==> src/rtl/uart_pkg.sv <==
// Shared types and framing constants for the UART transmit scheduler.
package uart_pkg;
  localparam int UART_DATA_W     = 8;
  localparam int UART_FRAME_BITS = 10;

  typedef enum logic [1:0] {
    ST_IDLE  = 2'd0,
    ST_START = 2'd1,
    ST_DATA  = 2'd2,
    ST_STOP  = 2'd3
  } uart_state_e;
endpackage

==> src/rtl/uart_baud_tick.sv <==
// Loadable 16-bit baud down-counter; tick is high while the count sits at zero.
module uart_baud_tick #(
  parameter int W = 16
) (
  input  logic         clk,
  input  logic         reset_,
  input  logic         load_i,
  input  logic [W-1:0] load_val_i,
  input  logic         run_i,
  output logic         tick_o
);
  logic [W-1:0] cnt_q, cnt_d;

  assign tick_o = (cnt_q == '0);

  // Holds at zero rather than wrapping; the FSM reloads it on every tick it uses.
  always_comb begin
    cnt_d = cnt_q;
    if (load_i)              cnt_d = load_val_i;
    else if (run_i && !tick_o) cnt_d = cnt_q - 1'b1;
  end

  always_ff @(posedge clk or negedge reset_) begin
    if (!reset_) cnt_q <= '0;
    else         cnt_q <= cnt_d;
  end
endmodule

==> src/rtl/uart_tx_sched.sv <==
// Two-requester round-robin UART transmitter: grants one byte at a time and sends it as 8N1.
module uart_tx_sched
  import uart_pkg::*;
#(
  parameter int BAUD_DIV = 104
) (
  input  logic       clk,
  input  logic       reset_,
  input  logic       tx_en,
  input  logic       req0_valid,
  input  logic [7:0] req0_data,
  output logic       req0_ready,
  input  logic       req1_valid,
  input  logic [7:0] req1_data,
  output logic       req1_ready,
  output logic       uart_tx,
  output logic       busy,
  output logic       grant_id
);
  localparam logic [15:0] RELOAD = 16'(BAUD_DIV - 1);

  uart_state_e            state_q, state_d;
  logic [UART_DATA_W-1:0] shreg_q, shreg_d;
  logic [2:0]             bit_cnt_q, bit_cnt_d;
  logic                   last_grant_q, last_grant_d;
  logic                   grant_id_q, grant_id_d;
  logic                   uart_tx_q, uart_tx_d;
  logic                   busy_q;
  logic                   tick, cnt_load, idle;
  logic                   elig0, elig1, gnt0, gnt1, hs0, hs1;

  uart_baud_tick #(.W(16)) u_baud (
    .clk        (clk),
    .reset_     (reset_),
    .load_i     (cnt_load),
    .load_val_i (RELOAD),
    .run_i      (!idle),
    .tick_o     (tick)
  );

  assign idle  = (state_q == ST_IDLE);
  assign elig0 = tx_en & req0_valid;
  assign elig1 = tx_en & req1_valid;
  // On a tie the requester that did not send the previous frame wins.
  assign gnt0  = elig0 & (~elig1 | last_grant_q);
  assign gnt1  = elig1 & (~elig0 | ~last_grant_q);

  assign req0_ready = reset_ & idle & gnt0;
  assign req1_ready = reset_ & idle & gnt1;
  assign hs0        = req0_ready & req0_valid;
  assign hs1        = req1_ready & req1_valid;

  // uart_tx_d is the line level for the state being entered, so the output stays registered.
  always_comb begin
    state_d      = state_q;
    shreg_d      = shreg_q;
    bit_cnt_d    = bit_cnt_q;
    last_grant_d = last_grant_q;
    grant_id_d   = grant_id_q;
    uart_tx_d    = uart_tx_q;
    cnt_load     = 1'b0;
    case (state_q)
      ST_IDLE: begin
        uart_tx_d = 1'b1;
        if (hs0 || hs1) begin
          shreg_d      = hs1 ? req1_data : req0_data;
          last_grant_d = hs1;
          grant_id_d   = hs1;
          cnt_load     = 1'b1;
          uart_tx_d    = 1'b0;
          state_d      = ST_START;
        end
      end
      ST_START: if (tick) begin
        cnt_load  = 1'b1;
        bit_cnt_d = 3'd0;
        uart_tx_d = shreg_q[0];
        state_d   = ST_DATA;
      end
      ST_DATA: if (tick) begin
        cnt_load  = 1'b1;
        shreg_d   = shreg_q >> 1;
        bit_cnt_d = bit_cnt_q + 3'd1;
        if (bit_cnt_q == 3'd7) begin
          uart_tx_d = 1'b1;
          state_d   = ST_STOP;
        end else begin
          uart_tx_d = shreg_q[1];
        end
      end
      ST_STOP: if (tick) begin
        uart_tx_d = 1'b1;
        state_d   = ST_IDLE;
      end
      default: state_d = ST_IDLE;
    endcase
  end

  always_ff @(posedge clk or negedge reset_) begin
    if (!reset_) begin
      state_q      <= ST_IDLE;
      shreg_q      <= '0;
      bit_cnt_q    <= '0;
      last_grant_q <= 1'b1;
      grant_id_q   <= 1'b0;
      uart_tx_q    <= 1'b1;
      busy_q       <= 1'b0;
    end else begin
      state_q      <= state_d;
      shreg_q      <= shreg_d;
      bit_cnt_q    <= bit_cnt_d;
      last_grant_q <= last_grant_d;
      grant_id_q   <= grant_id_d;
      uart_tx_q    <= uart_tx_d;
      busy_q       <= (state_d != ST_IDLE);
    end
  end

  assign uart_tx  = uart_tx_q;
  assign busy     = busy_q;
  assign grant_id = grant_id_q;
endmodule

==> config.mk <==
export PLATFORM = sky130hd
export DESIGN_NAME = uart_tx_sched
export DESIGN_NICKNAME = d
export VERILOG_FILES = /design/src/rtl/uart_pkg.sv /design/src/rtl/uart_baud_tick.sv /design/src/rtl/uart_tx_sched.sv
export SDC_FILE = /design/constraint.sdc
export NUM_CORES = 1
export LEC_CHECK = 0
export CAP_MARGIN = 20
export CORE_MARGIN = 8
export CORE_UTILIZATION = 59
export DETAILED_ROUTE_END_ITERATION = 7
export PLACE_DENSITY_LB_ADDON = 0.08
export SETUP_SLACK_MARGIN = 0.4
export SLEW_MARGIN = 20
export SYNTH_ARGS = -nofsm -noshare
export SYNTH_HDL_FRONTEND = slang
export SYNTH_HIERARCHICAL = 1
export SYNTH_SLANG_ARGS = --single-unit
==> constraint.sdc <==
create_clock -name clk -period 5.5 [get_ports clk]
set_input_delay 1.1 -clock clk [delete_from_list [all_inputs] [get_ports clk]]
set_output_delay 1.1 -clock clk [all_outputs]
set_load 0.01 [all_outputs]
# Word-level counts from Yosys, hierarchy flattened
# Index checks and enable logic that the tools add are counted.
[classes]
n_mul = 0
addsub = 2
n_bitwise = 14
order_cmp = 0
div = 0
mux = 24
n_eq_ne = 8
shifts = 0
reduce_logical = 15
[op_table]
columns = ["cell", "count"]
rows = [
  ["16-bit two-way mux", 2],
  ["8-bit two-way mux", 3],
  ["16-bit zero test", 1],
  ["8-bit case mux with 2 select lines", 1],
  ["16-bit by 1-bit subtractor with 16-bit output (second input constant)", 1],
  ["2-bit two-way mux", 5],
  ["1-bit bitwise AND", 9],
  ["3-bit AND reduction", 3],
  ["2-bit by 1-bit != test with 1-bit output (second input constant)", 4],
  ["2-bit case mux with 4 select lines", 1],
  ["2-bit nonzero test", 4],
  ["1-bit two-way mux", 7],
  ["3-bit two-way mux", 2],
  ["3-bit case mux with 2 select lines", 1],
  ["2-bit equality test (second input constant)", 2],
  ["1-bit case mux with 4 select lines", 1],
  ["3-bit by 1-bit adder with 3-bit output (second input constant)", 1],
  ["3-bit equality test (second input constant)", 1],
  ["1-bit NOT", 3],
  ["2-bit by 1-bit equality test with 1-bit output (second input constant)", 1],
  ["1-bit zero test", 2],
  ["2-bit zero test", 1],
  ["1-bit bitwise OR", 2],
  ["1-bit case mux with 2 select lines", 1],
  ["other kinds (4)", 4],
]
[word_totals]
output_inout_bits = 5
wordCells = 71
input_bits = 21
ramBits = 0
latch_bits = 0
mem_count = 0
reg_bits = 33
romBits = 0

# Logic depth before layout (Yosys ltp)
[depth]
word_depth = 10
ltp_mapped = 12
ltp_nobuf = 10

# Modules after synthesis
# The synthesis kept the hierarchy.
[modules_own_cells]
columns = ["mod", "cells_per_inst", "area_per_inst_um2", "n_inst", "seq_area_each_um2"]
rows = [
  ["uart_baud_tick", 124, 1046.0, 1, 400.4],
  ["uart_tx_sched", 108, 1029.7, 1, 427.9],
]

# Least setup slack after synthesis
# No wires, ideal clock.
[synth_timing]
kind = "input-to-output"
start = "input port tx_en"
end = "output port req1_ready"
setup_slack_ns = 2.758
cell_stages = 4
n_path_buf = 1
arrival_ns = 1.642
required_ns = 4.400
path_cell_list = "nand4_1 > a21o_1 > buf_2 > inv_1"
[synth_between]
elab_chain_len = 5
word_cells_on_any_way = 6
classes_between = "6 x bitwise"
[synth_lines]
columns = ["item", "line", "rtl"]
rows = [
  ["start: declaration", "uart_tx_sched.sv:9", "input logic tx_en,"],
  ["1-bit bitwise AND", "uart_tx_sched.sv:42", "assign elig0 = tx_en & req0_valid;"],
  ["1-bit NOT", "uart_tx_sched.sv:46", "assign gnt1 = elig1 & (~elig0 | ~last_grant_q);"],
  ["1-bit bitwise OR", "uart_tx_sched.sv:46", ""],
  ["1-bit bitwise AND *", "uart_tx_sched.sv:46", ""],
  ["1-bit bitwise AND *", "uart_tx_sched.sv:49", "assign req1_ready = reset_ & idle & gnt1;"],
  ["end: declaration", "uart_tx_sched.sv:15", "output logic req1_ready,"],
]
# Every way passes the cells marked *; elsewhere a longest branch is shown, timed or not.

# Worst setup path after layout
# Ends and elaborated chain as after synthesis.

==> summary.md <==
| Metric | Value |
|---|---|
| GR met3 Demand/Resource | 0.05263 |
| Top Usage Layer GRT | met2 |
| Period Utilization, post-route | 0.7022 |
| Reg2reg path depth | 11 |
| Fin area | approximately 2500 um2 |
| WS Path Type | primary input to output port |
| Number of global-route vias before repair | 1,793 |
| Grt met2 use | 0.3097 |
| Netlist cell types | 50 |
| Ys async rst share | 1.000 |
| Peak supply drop | roughly 0.25 mV |
| PwrDens | about 400 nW/um2 |
| Root Buffer | clkbuf_4 |
| WHS Path Cells | 2 |
| Crit Path Max Fanout | 11 |
| Vertical die dimension | about 75 um |
| Chip width | between 70 and 80 um |
| Post-synthesis register bit count | 33 |
| Final Slew Violations | 0 |
| Worst-path clk slew | roughly 0.11 ns |
| Wire per inst | 14.30 um |
| Final Hold Viols | 0 |
| Final wirelength | about 4500 um |
| DR vias | 1,800 |
| Yosys top cell area share | 0.3737 |
| Setup bufs post-CTS | 0 |
| Via density | between 5 and 6 |
| Largest net degree at the start of global routing | 38 |
| Post-Synth Simple-Gate Area | 0.2363 |
| Hold_buf cts | 0 |
| Psw | roughly 0.40 mW |
| # diodes | 0 |
| Core area | roughly 3400 um2 |
| Tmin final | around 3.9 ns |
| Clock share of power | 0.163 |
| FP Rows | 21 |
| Most frequent cell after synthesis | dfrtp_1 |
| Synth-to-Final Area Change | 18.44% |
| Unrepaired setup endpoints after global routing | false |
| Area leader, netlist | dfrtp_1 |
| DR pass1 iterations | 4 |
| Slew headroom | 0.5637 |
| XOR/XNOR Fraction of Synth Area | 0.004219 |
| Synth Area in Adders | 0.04822 |
| Nets | between 200 and 300 |
| HP Start | last_grant_q$_DFFE_PN1P_ |
| Part of the power in registers | 0.459 |
| Area of the multi-input gates | 1190 um2 |
| Drt initial violations | around 130 |
| CP required | approximately 4.4 ns |
| Cells after Synth | roughly 230 |
| Post-synth EDFFs | 0 |
| Post-synthesis compound-gate area fraction | 0.1971 |
| Synth top cells by count | dfrtp_1, nand2_1, nor2_1 |
| HPWL Detailed | about 3300 um |
| Setup_tns | 0 ns |
| CTS Sinks | 33 |
| Clk_lat worst skew | between 0.3 and 0.4 ns |
| Final setup skew | roughly 0.0091 ns |
| Post-DP Area | between 2000 and 2500 um2 |
| Critical path startpoint category | primary input |
| Num CTS Buffers | 5 |
| CTS tree | yes |
| FMAX | roughly 260 MHz |
| Yosys warning total | 6 |
| Status | completed |
| Reg2reg start | u_baud/cnt_q[0]$_DFFE_PN0P_ |
| Fillers | 299 |
| R2R setup slack | 2.60 ns |
| I/O Buffers | 25 |
| Area contributors post-synth | dfrtp_1, nand2_1, mux2i_1 |
| Largest family of logic cells by synthesized area | simple AND/OR/NAND/NOR gates |
| RD Place Congestion | between 0.8 and 0.9 |
| PostCTS Resize Cnt | 0 |
| Initial antenna violation count | 0 |
| Hold endpoint | last_grant_q$_DFFE_PN1P_ |
| I/O pins | 26 |
| # DRC | 0 |
| Ys flop type | dfrtp_1 |
| WP data arrival | between 2 and 3 ns |
| Gr usage total | 0.1855 |
| Worst Setup End Kind | output port |
| Mux cell area share after synthesis | 0.05847 |
| Max cap viols | 0 |
| Seq. cell area | slightly above 800 um2 |
| Internal | approximately 0.6 mW |
| Post-synthesis sequential area ratio | 0.3990 |
| Layout cells sized above 1 | 0.09225 |
| Die area | around 5700 um2 |
| Initial Utilization | 0.6172 |
| Post-DRT Antenna Nets | 0 |
| Syn Area/Cell | ~8.9 um2 |
| Tightest Pin Transition | between 0.6 and 0.7 ns |
| Sw frac | 0.3989 |
| First-pass GRT wire length | around 8000 um |
| Hold crit path type | register to register |
| Global-route met1 utilization | 0.2142 |
| Setup violators final | 0 |
| Clock Path Buffers | 2 |
| Htree depth | 2 |
| Mapped Area | 2076 um2 |
| Global route overflow | 0 |
| P_leak | 1.082 nW |
| Logic pwr share | 0.378 |
| Reg-to-reg critical path endpoint | u_baud/cnt_q[7]$_DFFE_PN0P_ |
[per-layer routing]
metal	share of wire	up-vias
met2	0.50	28
li1	-	910
met4	0.014	0
met1	0.45	855
met5	0	-
met3	0.036	7
[critical path, stage by stage]
cell	delay, ns
clkdlybuf4s50_1	0.55
nand4_1	0.11
a21o_1	0.36
inv_1	0.10
clkdlybuf4s50_1	0.54
[cell type report]
cell class	instances	area share
clock buffers	7	0.02646
clock inverters	1	0.002036
inverters	14	0.02137
multi-input cells	189	0.4840
flip-flops and latches	33	0.3369
well taps	46	0.02341
repair buffers	27	0.1059
[sequential cells by signal, summed over array words and instances, names as in the netlist]
register      flops
state_q           2
bit_cnt_q         3
uart_tx           1
last_grant_q      1
u_baud/cnt_q     16
shreg_q           8
busy              1
grant_id          1
[cells by family (layout without fill, tap and decap cells)]
group           Yosys count  count (layout)
buf+inv                  24              49
flops                    33              33
other cells               2              16
compound gates           60              60
fa+ha+maj                 8               8
mux                      12              12
xor+xnor                  1               1
simple gates             92              92
[power by group through the flow]
stage	sequential (mW)	clock (mW)	combinational, mW
finish	0.457	0.162	0.376
global route	0.470	0.176	0.431
CTS	0.453	0.165	0.379
detailed placement	0.455	0	0.378
global placement	0.454	0	0.362
floorplan	0.425	0	0.293
[worst max-delay path by stage]
| stage | cells after the start | to | from | slack, ns |
|---|---|---|---|---|
| after global routing | 6 | req1_ready | reset_ | 1.52 |
| after global placement | 5 | req1_ready | req1_valid | 1.66 |
| after CTS | 5 | req1_ready | tx_en | 1.64 |
| after floorplan | 4 | req1_ready | tx_en | 2.76 |
| final | 5 | req1_ready | tx_en | 1.64 |
| after detailed placement | 5 | req1_ready | tx_en | 1.64 |
[layout by cell type (no fill, tap or decap), types with 2 or more instances in the layout]
master            n
o31a_1            2
dfstp_2           2
clkdlybuf4s50_1  24
or3_1             3
nand4_1           5
nor4_1            3
ha_1              8
o21ai_0          12
inv_1            14
o21ai_1           3
nand2_1          30
nor3_1            4
a21oi_1          11
a32o_1            2
mux2i_1          11
conb_1           16
nor4b_1           2
and2_1            2
o31ai_1           2
o41ai_1           2
buf_4             2
nand3_1           7
nor2b_1           3
or4b_2            2
o211ai_1          8
or4_1             4
dfrtp_1          31
a31oi_1          10
nor2_1           18
clkbuf_8          2
clkbuf_4          5
[through the flow]
step / hold slack, ns / std cells / util / power [mW] / setup slack (ns)
after detailed placement: 0.4609 / 309 / 0.7102 / 0.8334 / 1.640
after CTS: 0.4785 / 317 / 0.7310 / 0.9964 / 1.637
final: 0.4744 / 317 / 0.7310 / 0.9952 / 1.638
after floorplan: 0.4467 / 246 / - / 0.7181 / 2.759
after global routing: 0.5070 / 317 / 0.7310 / 1.077 / 1.520
after global placement: 0.4592 / 309 / 0.7102 / 0.8162 / 1.660
Power figures use the tool's default switching activity.
==> RTL change 1, RTL diff (same settings) <==
Encoding of `uart_state_e`: now one-hot (4 bits for 4 states).
--- a/src/rtl/uart_pkg.sv
+++ b/src/rtl/uart_pkg.sv
@@ -3,11 +3,11 @@
   localparam int UART_DATA_W     = 8;
   localparam int UART_FRAME_BITS = 10;
 
-  typedef enum logic [1:0] {
-    ST_IDLE  = 2'd0,
-    ST_START = 2'd1,
-    ST_DATA  = 2'd2,
-    ST_STOP  = 2'd3
+  typedef enum logic [3:0] {
+    ST_IDLE  = 4'b0001,
+    ST_START = 4'b0010,
+    ST_DATA  = 4'b0100,
+    ST_STOP  = 4'b1000
   } uart_state_e;
 endpackage
 
Function: same outputs for any inputs over 10 cycles, from zero or initial values and one cycle with reset_ low; not proved beyond that.
==> RTL change 1 against the unedited design <==
Cell count is 4.7% higher. Clock power is 10% higher. Wire length is 2.0% higher. Critical path type unchanged. Setup slack worse by 240 ps. Total power is 19% lower. Critical path depth stayed put. Clock skew is 5.4 ps lower. Largest power group unchanged. Critical endpoint unchanged. Area after synthesis is 5.1% higher. Sequential cell count is 2 higher. Combinational power is 42% lower. Final area is 4.5% higher.
==> RTL change 1: results (changes against the unedited design) <==
Clk pin slew, worst setup/hold paths 70 ps (was 110 ps); post-placement cell count 324 (was 309); Vias/cell 5.67 (was 5.68); RePlAce Congestion 0.801 (was 0.846); reg2reg end bit_cnt_q[0] (was u_baud/cnt_q[7]); Post-Synth Adder-Cell Area 0.0172 (was 0.0482); biggest regs u_baud/cnt_q x16, shreg_q x8, state_q x4 (was u_baud/cnt_q x16, shreg_q x8, bit_cnt_q x3); Hold WS 487 ps (was 474 ps); CP peak stage delay 600 ps (was 550 ps); post-synth cell types 52 (was 50); VDD IR max 0.000233 V (was 0.000246 V); number of global-route vias before repair 1830 (was 1793); clock-net power 0.179 mW (was 0.162 mW); placement-stage cell area 2490 um^2 (was 2390 um^2); Final #Nets 307 (was 299); CTS root buf clkbuf_8 (was clkbuf_4); Layout fillers 291 (was 299); status finished, final reports clean (unchanged); Synth Area in XOR/XNOR 0.00803 (was 0.00422); r2r setup slk 2550 ps (was 2600 ps); crit path time final 4100 ps (was 3860 ps); Seq/Total Area, Yosys 0.403 (was 0.399); pin slew with the least headroom to its limit 624 ps (was 649 ps); Flop pwr share 0.510 (was 0.459); switching power 0.279 mW (was 0.397 mW); top post-synthesis cells by count dfrtp_1, nand2_1, nor2_1 (unchanged); initial DRC count 113 (was 127); Max Clock Skew 3.76 ps (was 9.13 ps)
[RTL change 1: cell count changes in the layout (fill, tap and decap cells not counted), sizes merged, moves of 4 or more]
| cell | before | now |
|---|---|---|
| nor2 | 18 | 27 |
| nor3 | 5 | 14 |
| o211ai | 8 | 0 |
| a211oi | 1 | 7 |
| ha | 8 | 3 |
| nand3 | 7 | 2 |
| a21oi | 11 | 7 |
| o21ai | 15 | 19 |
[RTL change 1: final cells by class]
type	instances	area (um^2)	share of cell area
sequential	35	880	0.342
clock buffer	7	76.3	0.0297
timing repair buffer	27	265	0.103
clock inverter	1	5.00	0.00195
multi-input combinational	201	1230	0.481
inverter	13	48.8	0.0190
tap	48	60.1	0.0234
[RTL change 1: routing by layer]
layer  up-vias  track usage  wire length (um)
li1        964            -                 -
met1       877        0.199              2260
met2        33        0.259              2100
met3         8       0.0431               179
met4         0       0.0673                86
met5         -            0                 0
==> RTL change 2, RTL diff (same settings) <==
Made on the original files. `W` is set to 16 in 2 places; all go to 32.
--- a/src/rtl/uart_baud_tick.sv
+++ b/src/rtl/uart_baud_tick.sv
@@ -1,6 +1,6 @@
 // Loadable 16-bit baud down-counter; tick is high while the count sits at zero.
 module uart_baud_tick #(
-  parameter int W = 16
+  parameter int W = 32
 ) (
   input  logic         clk,
   input  logic         reset_,
--- a/src/rtl/uart_tx_sched.sv
+++ b/src/rtl/uart_tx_sched.sv
@@ -29,7 +29,7 @@
   logic                   tick, cnt_load, idle;
   logic                   elig0, elig1, gnt0, gnt1, hs0, hs1;
 
-  uart_baud_tick #(.W(16)) u_baud (
+  uart_baud_tick #(.W(32)) u_baud (
     .clk        (clk),
     .reset_     (reset_),
     .load_i     (cnt_load),
Behaviour: no difference found for any inputs over 10 cycles, from zero or initial values and one cycle with reset_ low; that may be too few to reach the edited logic, so the function may still have changed.
==> RTL change 2 against the unedited design <==
Setup slack got worse by 15 ps. Global-route usage rose by 0.54 points. Wire length rose by 52%. Register-to-register slack got worse by 730 ps. Final area rose by 48%. Cell count rose by 46%. Die area rose by 39%. Total power rose by 28%. Sequential cell count rose by 16. Via count rose by 51%. Combinational power rose by 19%. Area after synthesis rose by 51%. Sequential power rose by 27%. Synthesized cell count rose by 48%.
==> RTL change 2: results (changes against the unedited design) <==
Routed WL per cell 14.9 um (was 14.3 um); biggest regs u_baud/cnt_q x32, shreg_q x8, bit_cnt_q x3 (was u_baud/cnt_q x16, shreg_q x8, bit_cnt_q x3); status finished, final reports clean (unchanged); Cell Area, Synth 3130 um^2 (was 2080 um^2); RePlAce Congestion 0.869 (was 0.846); number of global-route vias before repair 2535 (was 1793); clock power share 0.194 (was 0.163); Vias/cell 5.89 (was 5.68); Clk pin slew, worst setup/hold paths 80 ps (was 110 ps); post-synthesis compound-gate area fraction 0.218 (was 0.197); detailed-route via count 2721 (was 1800); share of post-route cells with drive strength above 1 0.0816 (was 0.0923); worst skew pair latency 300 ps (was 350 ps); Seq/total area 0.338 (was 0.337); Final #Nets 421 (was 299); clock network area share 0.0286 (was 0.0285); Post-Synthesis Mean Instance Area 9.12 um^2 (was 8.95 um^2); Multi-Input Combinational 290 (was 189); top post-synthesis cells by count dfrtp_1, nand2_1, nor2_1 (unchanged); invs w/o clock 17 (was 14); mux share of post-synthesis cell area 0.0352 (was 0.0585); switching share of power 0.370 (was 0.399); initial DRC count 153 (was 127); reg2reg end u_baud/cnt_q[8] (was u_baud/cnt_q[7]); buffer share of cell area 0.0758 (was 0.106); bufs w/o clock 29 (was 27); Seq Cell Count 49 (was 33); largest net degree at the start of global routing 39 (was 38); Seq/Total Area, Yosys 0.393 (was 0.399); Max Clock Skew 9.34 ps (was 9.13 ps); top post-synthesis cells by area dfrtp_1, nand2_1, mux2i_1, ha_1, nor2_1 (unchanged); Post-Synth Adder-Cell Area 0.0320 (was 0.0482); Area Overhead vs Synth 16.1% (was 18.4%); Multi-input gate area 1870 um^2 (was 1190 um^2); Reg-to-Reg Start u_baud/cnt_q[12] (was u_baud/cnt_q[0]); post-synth cell types 60 (was 50); VDD IR max 0.000232 V (was 0.000246 V); CP arrival 2780 ps (was 2760 ps); dpl hpwl 5.01 mm (was 3.31 mm); placement-stage cell area 3530 um^2 (was 2390 um^2); LEAKAGE 1.49 nW (was 1.08 nW)
RTL change 2: worst max path at each step:
stage | start | to | slack [ps]
after floorplan | u_baud/cnt_q[14] | u_baud/cnt_q[21] | 2370
after global placement | reset_ | req1_ready | 1620
after detailed placement | reset_ | req1_ready | 1590
after CTS | req1_valid | req1_ready | 1600
after global routing | reset_ | req1_ready | 1500
final | req1_valid | req1_ready | 1620
RTL change 2: metal layers:
| layer | routed length (um) | global-route usage |
|---|---|---|
| met2 | 3270 | 0.308 |
| met3 | 343 | 0.0381 |
| met1 | 3240 | 0.253 |
| met5 | 0 | 0 |
| met4 | 42 | 0.0492 |
RTL change 2: metrics by stage:
stage          worst slack (ps)  hold WS [ps]   util  total power, mW
2_1_floorplan              2370           447      -            0.901
3_3_place_gp               1620           459  0.691             1.00
3_5_place_dp               1590           462  0.691             1.03
4_1_cts                    1600           476  0.711             1.28
5_1_grt                    1500           501  0.711             1.38
6_report                   1620           473  0.711             1.28
